--- src/rtl/sensor_pwr_seq.sv ---
// Sensor power/clock/reset bring-up and tear-down sequencer.
// Walks the sensor through power, input clock, reset and standby release,
// resets and trains the SERDES, then enables streaming. Tear-down reverses
// the order with the same hold times. Link loss or a training timeout
// retrains a bounded number of times before powering down with o_err set.
module sensor_pwr_seq #(
    parameter int unsigned T_PWR     = 1000,
    parameter int unsigned T_CLK     = 200,
    parameter int unsigned T_RST     = 500,
    parameter int unsigned T_STB     = 500,
    parameter int unsigned T_SRST    = 16,
    parameter int unsigned TRAIN_TO  = 1000000,
    parameter int unsigned RETRY_MAX = 3,
    parameter int unsigned TMR_W     = 24
) (
    input  logic       i_cfg_clk,
    input  logic       i_cfg_rst_n,
    input  logic       i_start,
    input  logic       i_stop,
    input  logic       i_sen_lock,
    input  logic       i_sen_done,
    output logic       o_sen_poweren,
    output logic       o_sen_inclk_en,
    output logic       o_sen_sysrstn,
    output logic       o_sen_sysstbn,
    output logic       o_senvtc_reset,
    output logic       o_serdes_reset,
    output logic       o_serdes_start,
    output logic       o_stream_on,
    output logic [3:0] o_state,
    output logic       o_ready,
    output logic       o_busy,
    output logic       o_err,
    output logic [3:0] o_retry_cnt
);

    typedef enum logic [3:0] {
        StIdle    = 4'd0,
        StPwr     = 4'd1,
        StClk     = 4'd2,
        StRst     = 4'd3,
        StStb     = 4'd4,
        StSrst    = 4'd5,
        StTrain   = 4'd6,
        StStream  = 4'd7,
        StPdnStb  = 4'd8,
        StPdnRst  = 4'd9,
        StPdnClk  = 4'd10,
        StPdnPwr  = 4'd11
    } state_e;

    // Timer reload values: a timed state lasts exactly T cycles.
    localparam logic [TMR_W-1:0] LD_PWR   = TMR_W'(T_PWR - 1);
    localparam logic [TMR_W-1:0] LD_CLK   = TMR_W'(T_CLK - 1);
    localparam logic [TMR_W-1:0] LD_RST   = TMR_W'(T_RST - 1);
    localparam logic [TMR_W-1:0] LD_STB   = TMR_W'(T_STB - 1);
    localparam logic [TMR_W-1:0] LD_SRST  = TMR_W'(T_SRST - 1);
    localparam logic [TMR_W-1:0] LD_TRAIN = TMR_W'(TRAIN_TO - 1);
    localparam logic [3:0]       RETRY_LIM = 4'(RETRY_MAX);

    state_e           state_q, state_d;
    logic [TMR_W-1:0] timer_q, timer_d;
    logic [3:0]       retry_q, retry_d;
    logic             err_q, err_d;
    logic             poweren_q, poweren_d;
    logic             inclk_q, inclk_d;
    logic             sysrstn_q, sysrstn_d;
    logic             sysstbn_q, sysstbn_d;
    logic             vtc_rst_q, vtc_rst_d;
    logic             serdes_rst_q, serdes_rst_d;
    logic             serdes_start_q, serdes_start_d;
    logic             stream_q, stream_d;

    logic timer_done;
    logic retrain;
    logic stop_hit;

    assign timer_done = (timer_q == '0);

    // Stop is honoured only while bringing up, training or streaming.
    assign stop_hit = i_stop && (state_q inside {StPwr, StClk, StRst, StStb,
                                                 StSrst, StTrain, StStream});

    // Next-state, timer and registered-output computation.
    always_comb begin
        state_d        = state_q;
        timer_d        = timer_done ? '0 : timer_q - TMR_W'(1);
        retry_d        = retry_q;
        err_d          = err_q;
        poweren_d      = poweren_q;
        inclk_d        = inclk_q;
        sysrstn_d      = sysrstn_q;
        sysstbn_d      = sysstbn_q;
        vtc_rst_d      = vtc_rst_q;
        serdes_rst_d   = serdes_rst_q;
        serdes_start_d = serdes_start_q;
        stream_d       = stream_q;
        retrain        = 1'b0;

        case (state_q)
            StIdle: begin
                // Simultaneous stop cancels the start.
                if (i_start && !i_stop) begin
                    state_d   = StPwr;
                    timer_d   = LD_PWR;
                    poweren_d = 1'b1;
                    err_d     = 1'b0;
                    retry_d   = '0;
                end
            end
            StPwr: begin
                if (timer_done) begin
                    state_d = StClk;
                    timer_d = LD_CLK;
                    inclk_d = 1'b1;
                end
            end
            StClk: begin
                if (timer_done) begin
                    state_d   = StRst;
                    timer_d   = LD_RST;
                    sysrstn_d = 1'b1;
                end
            end
            StRst: begin
                if (timer_done) begin
                    state_d   = StStb;
                    timer_d   = LD_STB;
                    sysstbn_d = 1'b1;
                end
            end
            StStb: begin
                if (timer_done) begin
                    state_d        = StSrst;
                    timer_d        = LD_SRST;
                    vtc_rst_d      = 1'b1;
                    serdes_rst_d   = 1'b1;
                    serdes_start_d = 1'b0;
                end
            end
            StSrst: begin
                if (timer_done) begin
                    state_d        = StTrain;
                    timer_d        = LD_TRAIN;
                    vtc_rst_d      = 1'b0;
                    serdes_rst_d   = 1'b0;
                    serdes_start_d = 1'b1;
                end
            end
            StTrain: begin
                // Success takes priority over a coincident timeout.
                if (i_sen_lock && i_sen_done) begin
                    state_d  = StStream;
                    timer_d  = '0;
                    stream_d = 1'b1;
                end else if (timer_done) begin
                    retrain = 1'b1;
                end
            end
            StStream: begin
                if (!i_sen_lock) begin
                    retrain = 1'b1;
                end
            end
            StPdnStb: begin
                if (timer_done) begin
                    state_d   = StPdnRst;
                    timer_d   = LD_RST;
                    sysrstn_d = 1'b0;
                end
            end
            StPdnRst: begin
                if (timer_done) begin
                    state_d = StPdnClk;
                    timer_d = LD_CLK;
                    inclk_d = 1'b0;
                end
            end
            StPdnClk: begin
                if (timer_done) begin
                    state_d   = StPdnPwr;
                    timer_d   = LD_PWR;
                    poweren_d = 1'b0;
                end
            end
            StPdnPwr: begin
                if (timer_done) begin
                    state_d = StIdle;
                    timer_d = '0;
                end
            end
            default: begin
                state_d = StIdle;
                timer_d = '0;
            end
        endcase

        // Retrain from SERDES reset while attempts remain, otherwise give up.
        if (retrain) begin
            stream_d       = 1'b0;
            serdes_start_d = 1'b0;
            vtc_rst_d      = 1'b1;
            serdes_rst_d   = 1'b1;
            if (retry_q < RETRY_LIM) begin
                retry_d = retry_q + 4'd1;
                state_d = StSrst;
                timer_d = LD_SRST;
            end else begin
                err_d     = 1'b1;
                state_d   = StPdnStb;
                timer_d   = LD_STB;
                sysstbn_d = 1'b0;
            end
        end

        // Stop overrides everything else and starts the reverse sequence.
        if (stop_hit) begin
            state_d        = StPdnStb;
            timer_d        = LD_STB;
            stream_d       = 1'b0;
            serdes_start_d = 1'b0;
            vtc_rst_d      = 1'b1;
            serdes_rst_d   = 1'b1;
            sysstbn_d      = 1'b0;
            err_d          = err_q;
            retry_d        = retry_q;
        end
    end

    // State, timer and output registers.
    always_ff @(posedge i_cfg_clk or negedge i_cfg_rst_n) begin
        if (!i_cfg_rst_n) begin
            state_q        <= StIdle;
            timer_q        <= '0;
            retry_q        <= '0;
            err_q          <= 1'b0;
            poweren_q      <= 1'b0;
            inclk_q        <= 1'b0;
            sysrstn_q      <= 1'b0;
            sysstbn_q      <= 1'b0;
            vtc_rst_q      <= 1'b1;
            serdes_rst_q   <= 1'b1;
            serdes_start_q <= 1'b0;
            stream_q       <= 1'b0;
        end else begin
            state_q        <= state_d;
            timer_q        <= timer_d;
            retry_q        <= retry_d;
            err_q          <= err_d;
            poweren_q      <= poweren_d;
            inclk_q        <= inclk_d;
            sysrstn_q      <= sysrstn_d;
            sysstbn_q      <= sysstbn_d;
            vtc_rst_q      <= vtc_rst_d;
            serdes_rst_q   <= serdes_rst_d;
            serdes_start_q <= serdes_start_d;
            stream_q       <= stream_d;
        end
    end

    assign o_sen_poweren  = poweren_q;
    assign o_sen_inclk_en = inclk_q;
    assign o_sen_sysrstn  = sysrstn_q;
    assign o_sen_sysstbn  = sysstbn_q;
    assign o_senvtc_reset = vtc_rst_q;
    assign o_serdes_reset = serdes_rst_q;
    assign o_serdes_start = serdes_start_q;
    assign o_stream_on    = stream_q;
    assign o_state        = state_q;
    assign o_ready        = (state_q == StStream);
    assign o_busy         = (state_q != StIdle) && (state_q != StStream);
    assign o_err          = err_q;
    assign o_retry_cnt    = retry_q;

endmodule
--- config.mk ---
export PLATFORM = sky130hd
export DESIGN_NAME = sensor_pwr_seq
export DESIGN_NICKNAME = d
export VERILOG_FILES = /design/src/rtl/sensor_pwr_seq.sv
export SDC_FILE = /design/constraint.sdc
export NUM_CORES = 1
export LEC_CHECK = 0
export ABC_AREA = 1
export BUFFER_PORTS_ARGS = -buffer_cell sky130_fd_sc_hd__clkbuf_2
export CAP_MARGIN = 20
export CORE_MARGIN = 3
export CORE_UTILIZATION = 49
export DETAILED_ROUTE_END_ITERATION = 8
export MAX_ROUTING_LAYER = met4
export PLACE_DENSITY = 0.71
export SYNTH_ARGS = -nofsm -noshare
export SYNTH_HDL_FRONTEND = slang
export SYNTH_SLANG_ARGS = --single-unit
--- constraint.sdc ---
create_clock -name i_cfg_clk -period 2.7 [get_ports i_cfg_clk]
set_input_delay 0.135 -clock i_cfg_clk [delete_from_list [all_inputs] [get_ports i_cfg_clk]]
set_output_delay 0.135 -clock i_cfg_clk [all_outputs]
set_load 0.005 [all_outputs]
# --- Word level (Yosys, flattened, before mapping) ---
# Index checks and enable logic that the tools add are counted.
word_totals:
  ff_bits: 40
  latch_bits: 0
  ram_bits: 0
  mem_bits_ro: 0
  in_bits: 6
  out_inout_bits: 19
  mem_count: 0
classes:
  n_addsub: 2
  n_mul: 0
  n_div: 0
  magnitude_cmp: 1
  n_eq_ne: 30
  shifts: 0
  mux: 61
  n_bitwise: 0
  reduce_logical: 23
ops:
  columns: ["cell", "count"]
  rows:
  - ["$mux W24", 11]
  - ["$pmux W24 S9", 1]
  - ["$mux W4", 18]
  - ["$pmux W4 S12", 1]
  - ["$ne A4 B4 Y1 const B", 10]
  - ["$logic_not A24 Y1", 1]
  - ["$sub A24 B1 Y24 const B", 1]
  - ["$mux W1", 23]
  - ["$eq A4 B3 Y1 const B", 4]
  - ["$eq A4 B4 Y1 const B", 4]
  - ["$ne A2 B2 Y1 const B", 6]
  - ["$pmux W1 S2", 6]
  - ["$reduce_and A12 Y1", 1]
  - ["$reduce_and A3 Y1", 4]
  - ["$mux W9", 1]
  - ["$eq A4 B2 Y1 const B", 2]
  - ["$ne A4 B3 Y1 const B", 2]
  - ["$reduce_bool A4 Y1", 2]
  - ["$reduce_bool A7 Y1", 1]
  - ["$reduce_bool A2 Y1", 3]
  - ["$reduce_bool A3 Y1", 2]
  - ["$add A4 B1 Y4 const B", 1]
  - ["$eq A4 B1 Y1 const B", 1]
  - ["$logic_and A1 B1 Y1", 4]
  - ["other kinds (7)", 7]

# --- Logic depth before layout (Yosys ltp) ---
# Gate-level depths: netlist of the first run.
depth:
  depth_word: 6
  mapped_depth: 14

# --- Worst setup path before layout of the first run ---
# No wires, ideal clock.
synth_path:
  path_kind: "reg2reg"
  start: "reg timer_q[0]"
  end: "reg timer_q[1]"
  setup_time_ps: 129
  arrival_ps: 1642
  required_ps: 2571
  slack_ps: 928
  stages_incl_launch_ff: 12
  n_path_buf: 0
  period_less_slack_ps: 1772
  path_cell_list: "dfrtp_1 -> inv_1 -> ha_1 -> nand2_2 -> nor2_8 -> nand2_4 -> nor2_4 -> nand2_1 -> nand2_1 -> nand3_1 -> o21ai_0 -> nand3_1"
synth_via:
  elab_chain_cells: 6
  elab_cells_between_ends: 17
  classes_between: "1 x add/sub; 15 x mux; 1 x reduce/logical"
synth_rtl:
  columns: ["element", "line", "text"]
  rows:
  - ["start: declaration", "62", "logic [TMR_W-1:0] timer_q, timer_d;"]
  - ["start signal: assignment", "247", "timer_q <= timer_d;"]
  - ["$sub A24 B1 Y24 or $logic_not A24 Y1 (tied branches)", "87, 78", null]
  - ["$mux W24 or $mux W1 (tied branches)", "87, 156", null]
  - ["$mux W24 (tied with other cells)", "187", "if (timer_done) begin"]
  - ["$pmux W24 S9 or $pmux W1 S2 (tied branches)", "100", "case (state_q)"]
  - ["$mux W24 (*)", "199", "if (retrain) begin"]
  - ["$mux W24 (*)", "217", "if (stop_hit) begin"]
  - ["net timer_d[1]", "62", null]
# The timed path passes the listed nets; every way through them passes the cells marked *.
# A chain may end at the register's enable or synchronous reset.

# --- Worst setup path after layout of the first run ---
layout_path:
  start: "reg timer_q[0]"
  end: "reg timer_q[17]"
# Same word-level chain as after synthesis.

==> run summary, run 1 <==
The tightest min-delay check is of the in -> reg type. Simple logic cell fraction of the synthesized area: 38.2%. Dominant combinational cell family by area after synthesis: simple AND/OR/NAND/NOR gates. The logs give 2810 um2 for the cell area reported after detailed placement and 2 for the number of buffers between clock root and the deepest sink. The logs give 38 for the number of distinct library cells after synthesis and 30.5% for the power share of the sequential group. The fraction of layout cells with a size suffix above 1 is 20.1%, and the number of buffers inserted during clock tree synthesis is 5.

The analysis attributes to cell leakage a power of 1.49 nW. The run gives 0 as the final-report max-slew violation count. Final hold analysis gives a worst-case slack of 0.231 ns. The share of the synthesized netlist area taken by xor and xnor gates is 6.66%, and the number of levels in the clock H-tree is 2. The flow ran to the end, and the final reports show no timing, DRC or antenna violations.

The number of antenna diodes is 0. The average routed wire per standard cell works out to 13.9 um. The average cell area after synthesis was 7.53 um2; the portion of the clock cycle consumed by the worst path in the final layout was 75.2%. The initial standard-cell utilization of the core was 51.1%. The clock latency on the worst-skew pair came out at 0.29 ns.

Clock tree synthesis selected as its root buffer the cell sky130_fd_sc_hd__clkbuf_8. In this run the power density over the cells is 1060 nW/um2. In this run the core area contains 26 standard-cell rows. For the initial antenna violation count, the log shows 0.

The endpoint class of the critical path was a flip-flop. Summing the areas of all fa, ha and maj instances in the mapped netlist gives 0.952% of the synthesized area. For the net load switching power, the log shows 0.00153 W. The total nets after synthesis was 357.

Data arrival at the endpoint of the critical path: 2.18 ns. Setup violations remaining at the end of the flow were counted as 0. Setup repair after global routing left no endpoint under its margin. Measured along the y axis, the die boundary spans 79.2 um. Synthesis handed over a netlist of 349 instances. The area growth from synthesis to layout is 11.3%. Along the worst path, the maximum fanout reaches 8. The largest voltage drop on the vdd net is 0.000569 V, and the internal power contribution is 0.00156 W. During I/O placement, the number of pins put on the boundary was 25.

The die covers 6280 um2. The actual transition at the worst max-transition pin was 0.536 ns; the max-cap violation count was 0. The final count of hold timing violations is 0, and the TritonCTS sink count is 40. The time the worst path needs with I/O delays and setup was 2.03 ns; the worst slew margin relative to its limit was 64.3%. Type of the setup path with the least slack: reg -> reg. The first TritonRoute pass finished after 4 iterations. The post-synthesis register bit count was 40; the fraction of synthesized area in multiplexers was 0%. Leaving out fill and tap cells, the most frequent cell in the layout is sky130_fd_sc_hd__nand2_1.

The area of all placed cells without fillers came out at 2930 um2. The wire length of the first global-routing pass came out at 10.7 mm. The tools report the portion of total power attributed to the clock network as 12.1%. Clock-pin slew was measured on the worst setup and hold paths at 0.07 ns.

The worst setup path is launched from a flip-flop. In the global route stage, overall resource usage came out at 22.3%. Derived from the worst setup path, the maximum achievable clock frequency is 492 MHz. The count of warnings emitted by yosys was 0; the largest net degree at the start of global routing was 41.

TritonCTS built the clock tree. The routed layout has 2323 vias. In the final design database the tool counted 386 nets.

For the mapped cell area, the log shows 2630 um2. After detailed routing, the total wire length is 6.22 mm. In the routed layout, each cell is associated on average with a via count of 5.19. Of the total power, the share spent switching nets is 49.6%. Number of DRC violations after detailed routing: 0.

Buffers added to address setup during post-CTS repair amount to 0. Initial detailed-routing violation count: 82. For the final routed database, the setup TNS stands at 0 ns.

For the final worst clock skew, the log shows 0.00804 ns. The tools report the number of nets with antenna violations after detailed routing as 0. Placeable core area: 5140 um2. The width of the die was 79.2 um; the final standard cell utilization of the core was 56.9%. Summing the areas of all compound-gate instances in the mapped netlist gives 9.09% of the synthesized area. Total of buffers placed on input and output ports: 24.

Summed over all nets, the half-perimeter wirelength after detailed placement is 4.84 mm. The filler cells instantiated in the layout total 520. The logs give 2257 for the number of global-route vias before repair and 57.3% for the part of the power in combinational logic.

The tools report the remaining global-route overflow as 0. In the layout the commonest cells are sky130_fd_sc_hd__nand2_1, sky130_fd_sc_hd__nor2_1, sky130_fd_sc_hd__dfrtp_1. For the fraction of the yosys area taken by sequential cells, the log shows 38.1%. The worst endpoint required time was 2.85 ns; the global placement routability congestion was 0.988.
worst max-delay path: stages (launching register included):
cell	delay [ns]
sky130_fd_sc_hd__dfrtp_1	0.36
sky130_fd_sc_hd__inv_1	0.10
sky130_fd_sc_hd__ha_1	0.22
sky130_fd_sc_hd__nand2_2	0.12
sky130_fd_sc_hd__nor2_8	0.18
sky130_fd_sc_hd__nand2_4	0.08
sky130_fd_sc_hd__nor2_4	0.13
sky130_fd_sc_hd__nand2_1	0.19
sky130_fd_sc_hd__o21ai_1	0.17
sky130_fd_sc_hd__nand3_1	0.09
sky130_fd_sc_hd__nand2_1	0.18
sky130_fd_sc_hd__a21oi_1	0.07
flip-flops by register name, indices dropped and copies added, names as in the netlist:
name	flops
o_err	1
o_retry_cnt	4
o_sen_inclk_en	1
o_sen_poweren	1
o_sen_sysrstn	1
o_sen_sysstbn	1
o_serdes_reset	1
o_serdes_start	1
o_state	4
o_stream_on	1
timer_q	24
layer usage:
metal  share of wire, %  track usage [%]  vias to the layer above  wire [um]
met2                 47             34.5                       63       2910
met5                  0                -                        -          0
met1                 47             30.0                     1063       2900
met3                4.9             4.42                       12        304
met4                1.6             6.19                        0        102
li1                   -                -                     1185          -
final cells by class:
cell class | instances | area [um2] | area share, %
multi-input cells | 264 | 1440 | 49.3
flip-flops and latches | 40 | 1000 | 34.2
repair buffers | 27 | 165 | 5.64
inverters | 40 | 150 | 5.13
well taps | 70 | 87.6 | 2.99
clock buffers | 6 | 72.6 | 2.48
clock inverters | 1 | 5.00 | 0.171
power by group through the flow:
| stage | Sequential [W] | Combinational (W) | Clock (W) |
|---|---|---|---|
| final | 0.000944 | 0.00177 | 0.000376 |
| after detailed placement | 0.000953 | 0.00176 | 0 |
| after global placement | 0.000950 | 0.00175 | 0 |
| after floorplan | 0.000881 | 0.00138 | 0 |
| after global routing | 0.000965 | 0.00202 | 0.000417 |
| after CTS | 0.000941 | 0.00177 | 0.000389 |
logic make-up after synthesis:
| kind of cell | after synthesis |
|---|---|
| adders and majority gates | 2 |
| xor gates and xnor gates | 20 |
| DFF | 40 |
| buffers and inverters | 45 |
| and+or+nand+nor | 201 |
| AOI/OAI and AO/OA | 41 |
cell usage after synthesis:
master / instances / area share, %
sky130_fd_sc_hd__o21a_1: 1 / 0.29
sky130_fd_sc_hd__ha_1: 2 / 0.95
sky130_fd_sc_hd__o21bai_1: 1 / 0.29
sky130_fd_sc_hd__a21oi_2: 1 / 0.33
sky130_fd_sc_hd__inv_1: 31 / 4.4
sky130_fd_sc_hd__a2bb2oi_1: 1 / 0.33
sky130_fd_sc_hd__nor2_1: 59 / 8.4
sky130_fd_sc_hd__nand3_1: 24 / 4.6
sky130_fd_sc_hd__a31oi_1: 2 / 0.48
sky130_fd_sc_hd__dfrtp_1: 39 / 37
sky130_fd_sc_hd__buf_2: 2 / 0.38
sky130_fd_sc_hd__nand3b_1: 1 / 0.29
sky130_fd_sc_hd__o211ai_1: 1 / 0.29
sky130_fd_sc_hd__a21boi_1: 1 / 0.29
sky130_fd_sc_hd__o21ai_0: 14 / 2.7
sky130_fd_sc_hd__a21oi_1: 10 / 1.9
sky130_fd_sc_hd__o22ai_1: 1 / 0.24
sky130_fd_sc_hd__nor2_8: 1 / 0.76
sky130_fd_sc_hd__nor3_2: 2 / 0.76
sky130_fd_sc_hd__nand2_4: 2 / 0.86
sky130_fd_sc_hd__nand4_1: 6 / 1.4
sky130_fd_sc_hd__o21ai_1: 6 / 1.1
sky130_fd_sc_hd__nor2_4: 7 / 3.0
sky130_fd_sc_hd__or2_2: 1 / 0.24
sky130_fd_sc_hd__dfstp_2: 1 / 1.0
sky130_fd_sc_hd__nor2_2: 8 / 1.9
sky130_fd_sc_hd__nand3_2: 5 / 1.9
sky130_fd_sc_hd__xnor2_1: 5 / 1.7
sky130_fd_sc_hd__xor2_1: 15 / 5.0
sky130_fd_sc_hd__inv_2: 9 / 1.3
sky130_fd_sc_hd__nand2_2: 4 / 0.95
sky130_fd_sc_hd__buf_4: 3 / 0.86
sky130_fd_sc_hd__o2111ai_2: 1 / 0.57
sky130_fd_sc_hd__nand3_4: 2 / 1.3
sky130_fd_sc_hd__a211oi_1: 1 / 0.29
sky130_fd_sc_hd__nor3_1: 7 / 1.3
sky130_fd_sc_hd__nor4_1: 2 / 0.48
sky130_fd_sc_hd__nand2_1: 70 / 10
path summary, 6_finish.rpt:
kind,startpoint,end,slack [ns],cells past startpoint
worst min register to register,o_serdes_reset,o_serdes_reset,0.49,2
worst max-delay path,timer_q[0],timer_q[17],0.67,11
worst min-delay path,i_stop,o_serdes_start,0.23,4
min in group asynchronous,i_cfg_rst_n,timer_q[7],0.35,2
max in group asynchronous,i_cfg_rst_n,o_serdes_reset,1.78,3
worst max register to register,timer_q[0],timer_q[17],0.67,11
repair_timing:
item,4_1_cts,5_1_grt
hold buffers,0,1
endpoints found under the hold margin,0,18
gates resized for setup,0,0
endpoints found under the setup margin,0,0
per-stage QoR:
step	setup WS [ns]	cells	power [W]
final	0.669	448	0.00309
after global routing	0.442	448	0.00341
after CTS	0.654	446	0.00310
after detailed placement	0.666	439	0.00271
after global placement	0.676	439	0.00270
after floorplan	0.928	349	0.00226
No activity file was read; power rests on OpenSTA's default activity.
==> inputs of run 2 (changes only) <==
--- a/config.mk
+++ b/config.mk
@@ -12,7 +12,7 @@
 export CORE_UTILIZATION = 49
 export DETAILED_ROUTE_END_ITERATION = 8
 export MAX_ROUTING_LAYER = met4
-export PLACE_DENSITY = 0.71
+export PLACE_DENSITY = 0.74
 export SYNTH_ARGS = -nofsm -noshare
 export SYNTH_HDL_FRONTEND = slang
 export SYNTH_SLANG_ARGS = --single-unit
==> constraint.sdc (replaced) <==
create_clock -name i_cfg_clk -period 1.6 [get_ports i_cfg_clk]
set_input_delay 0.08 -clock i_cfg_clk [delete_from_list [all_inputs] [get_ports i_cfg_clk]]
set_output_delay 0.08 -clock i_cfg_clk [all_outputs]
set_load 0.005 [all_outputs]
==> run 2 against run 1 <==
Against the previous run:
- the flow now finishes with violations (setup timing)
- power rose to 2.6 times the previous value
- wire length rose by 41%
- clock power rose by 140%
- cell area rose by 43%
- hold slack got worse by 0.060 ns
- global-route usage rose by 5.3 points
- first-iteration DRC count rose to 2.6 times the previous value
- final cell count rose by 25%
- critical path depth rose by 2
- core utilization rose by 24 points
- fmax rose by 7.6%
- clock skew rose by 0.0036 ns
- largest cell class unchanged
==> run summary, run 2 (synthesized netlist as in run 1, its figures left out) <==
The run finished, with violations left. The checks that failed: setup timing. For the number of nets with antenna violations after detailed routing, the log shows 0 (unchanged).

The placed wire-length estimate after detailed placement came out at 5.81 mm (+20%). The global router's overall resource usage was 27.6% (+5.3 points); the worst endpoint required time was 1.80 ns (-1.05 ns). STA classifies the critical path endpoint as a flip-flop. The part of the power in combinational logic came out at 69.4% (+12 points). Cell count of the worst reg-to-reg path: 13 (+2). The slack of the critical path was -0.288 ns (-0.957 ns); the number of global-route vias before repair was 2891 (+28%). The maximum fanout along the worst path is 5 (-3), and the routed via count is 3029 (+30%). For the largest voltage drop on the vdd net, the log shows 0.00149 V (+160%). The library cell used most frequently in the layout, excluding fill and tap cells, is sky130_fd_sc_hd__buf_4.

The time the worst path needs with I/O delays and setup came out at 1.89 ns (-0.143 ns). TritonCTS built the clock tree. The die extent in y was 79.2 um (unchanged); the area growth from synthesis to layout was 59.0%. The register name with the most flops was timer_q. The clock root buffer is sky130_fd_sc_hd__clkbuf_8.

The most numerous cell on the critical path was sky130_fd_sc_hd__nand2_4. Area of all placed cells without fillers: 4180 um2 (+43%). The signal on the critical path passes through inv_2 -> ha_4 -> nand2_4 -> nor2_8 -> nand2_4 -> nor2_4 -> nand3_4 -> nand2_4 -> nand2_4 -> nand2_4 -> nor2_1 -> nand3_1 -> nand2_1. The clock-pin slew on the worst setup and hold paths works out to 0.10 ns (+0.03 ns). The number of cell rows was 26 (unchanged); the switching share of total power was 47.1% (-2.5 points). The run gives -6.92 ns (-6.92 ns) as the final-layout setup total negative slack. The initial antenna violation count is 0 (unchanged), and the average routed wire per standard cell is 15.6 um (+12%). The stage delay of the slowest cell on the critical path works out to 0.42 ns (+0.06 ns).

The run gives 0.00798 W (+160%) as the overall power after layout. The startpoint identified for the worst register-to-register timing path is timer_q[1]. The width of the die came out at 79.2 um (unchanged). The placeable core area was 5140 um2 (unchanged). The number of DRC violations after detailed routing was 0 (unchanged). The run gives 2.14 nW (+44%) as the reported leakage power.

The type of the setup path with the least slack was reg -> reg. The logs give 530 MHz (+7.6%) for the highest clock frequency the design can meet and -0.29 ns (-0.96 ns) for the register-to-register setup slack. The tools report the final count of hold timing violations as 0 (unchanged). The tools report the internal power contribution as 0.00422 W (+170%). The tools report the element type at the critical path start as a flip-flop.

The tools report the portion of total power attributed to the clock network as 11.4% (-0.7 points). The run gives 41 (unchanged) as the largest net degree at the start of global routing. The run gives 0.969 (-1.9%) as the global placement routability congestion. The total of endpoints with negative setup slack in the final report was 37 (+37); the worst slew margin relative to its limit was 65.0% (+0.70 points). The run gives 0 (unchanged) as the max-cap violation count. The power share of the sequential group was 19.2% (-11 points); the number of placed I/O pins was 25 (unchanged).

Following the worst setup path forward leads to its endpoint at o_state[0]. The final standard cell utilization of the core is 81.3% (+24 points), and the routed wire length is 8.74 mm (+41%). The fraction of layout cells with a size suffix above 1 came out at 51.6% (+32 points). The logs give 0.0116 ns (+0.00359 ns) for the final worst clock skew and 0 (unchanged) for the remaining global-route overflow.

The portion of the clock cycle consumed by the worst path in the final layout came out at 118% (+43 points). The tools report the final net count as 499 (+29%). The largest individual stage delay along the critical path comes from the cell sky130_fd_sc_hd__dfrtp_1. Actual transition at the worst max-transition pin: 0.525 ns (-0.0105 ns). The number of antenna diodes is 0 (unchanged), and the initial standard-cell utilization of the core is 51.1% (unchanged). The logs give 3560 um2 (+27%) for the cell area reported after detailed placement and 0.32 ns (+0.03 ns) for the clock latency on the worst-skew pair. For the net load switching power, the log shows 0.00375 W (+140%).

The flip-flop count of the largest register, all copies and words added is 24 (unchanged). Initial detailed-routing violation count: 210 (+160%). The worst register-to-register path ends at o_state[0]. The vias per cell is 5.39 (+3.9%).

The run gives 40 (unchanged) as the TritonCTS sink count. The number of buffers between clock root and the deepest sink was 2 (unchanged); the total of buffers placed on input and output ports was 24 (unchanged). The number of buffers inserted during clock tree synthesis is 5 (unchanged), and the data arrival at the endpoint of the critical path is 2.09 ns (-0.09 ns). The area of the die is 6280 um2 (unchanged), and the power per cell area is 1910 nW/um2 (+81%). For the total iterations of the first detailed-routing run, the log shows 6 (+2).

The tools report the final-report max-slew violation count as 0 (unchanged). Setup repair after global routing could not meet its margin everywhere. The tools report the number of levels in the clock H-tree as 2 (unchanged). In the layout the commonest cells are sky130_fd_sc_hd__buf_4, sky130_fd_sc_hd__nand2_1, sky130_fd_sc_hd__nor2_1. The path class of the tightest hold or removal check is in -> reg.

Tracing the worst setup path back leads to its startpoint at timer_q[1]. The wire length of the first global-routing pass was 13.3 mm (+25%).
==> run 2: layout make-up <==
| type | count | area (um2) |
|---|---|---|
| multi-input combinational | 265 | 1790 |
| timing repair buffer | 139 | 1020 |
| sequential | 40 | 1010 |
| fill | 324 | 960 |
| inverter | 40 | 158 |
| tap | 70 | 87.6 |
| clock buffer | 5 | 68.8 |
| clock inverter | 3 | 46.3 |
==> run 2: repair_timing <==
item                       in CTS  in global routing
buffers inserted               10                 12
hold buffers                    1                  0
hold endpoints to repair       39                  0
resized for setup              49                 46
cloned                          0                  1
pin swaps                      13                 17
setup endpoints to repair      38                 41
==> run 2: critical path: cells and delay by family (launching register included) <==
kind	cells	cell delay (ns)
flip-flops	1	0.42
buffers and inverters	1	0.09
AND/OR/NAND/NOR	11	1.11
adder cells (fa/ha/maj)	1	0.15
==> run 2: routing by layer <==
metal	routed length (um)	GRT usage (%)
met3	522	3.74
met2	4510	49.7
met5	0	-
met4	274	7.22
met1	3430	32.5
==> run 2: how the worst min path moves through the flow <==
stage,cells after the start,slack [ns],from,endpoint
after floorplan,0,-0.22,i_cfg_rst_n,o_err
after global placement,2,0.17,i_cfg_rst_n,timer_q[11]
after detailed placement,2,0.17,i_cfg_rst_n,timer_q[12]
after CTS,4,0.18,i_stop,o_serdes_start
after global routing,4,0.19,i_stop,o_serdes_start
final,4,0.17,i_stop,o_serdes_start
==> run 2: through the flow <==
stage | setup WS, ns | hold WS, ns | std cells
6_report | -0.288 | 0.171 | 562
2_1_floorplan | -0.0560 | -0.216 | 349
5_1_grt | -0.368 | 0.190 | 562
3_5_place_dp | -0.206 | 0.172 | 531
4_1_cts | -0.176 | 0.181 | 550
3_3_place_gp | -0.190 | 0.171 | 531
==> run 2: power by group through the flow <==
stage	registers, W	logic [W]	clock network (W)
floorplan	0.00150	0.00241	0
global placement	0.00151	0.00414	0
detailed placement	0.00151	0.00422	0
CTS	0.00151	0.00471	0.000889
global route	0.00156	0.00594	0.000940
finish	0.00153	0.00554	0.000907
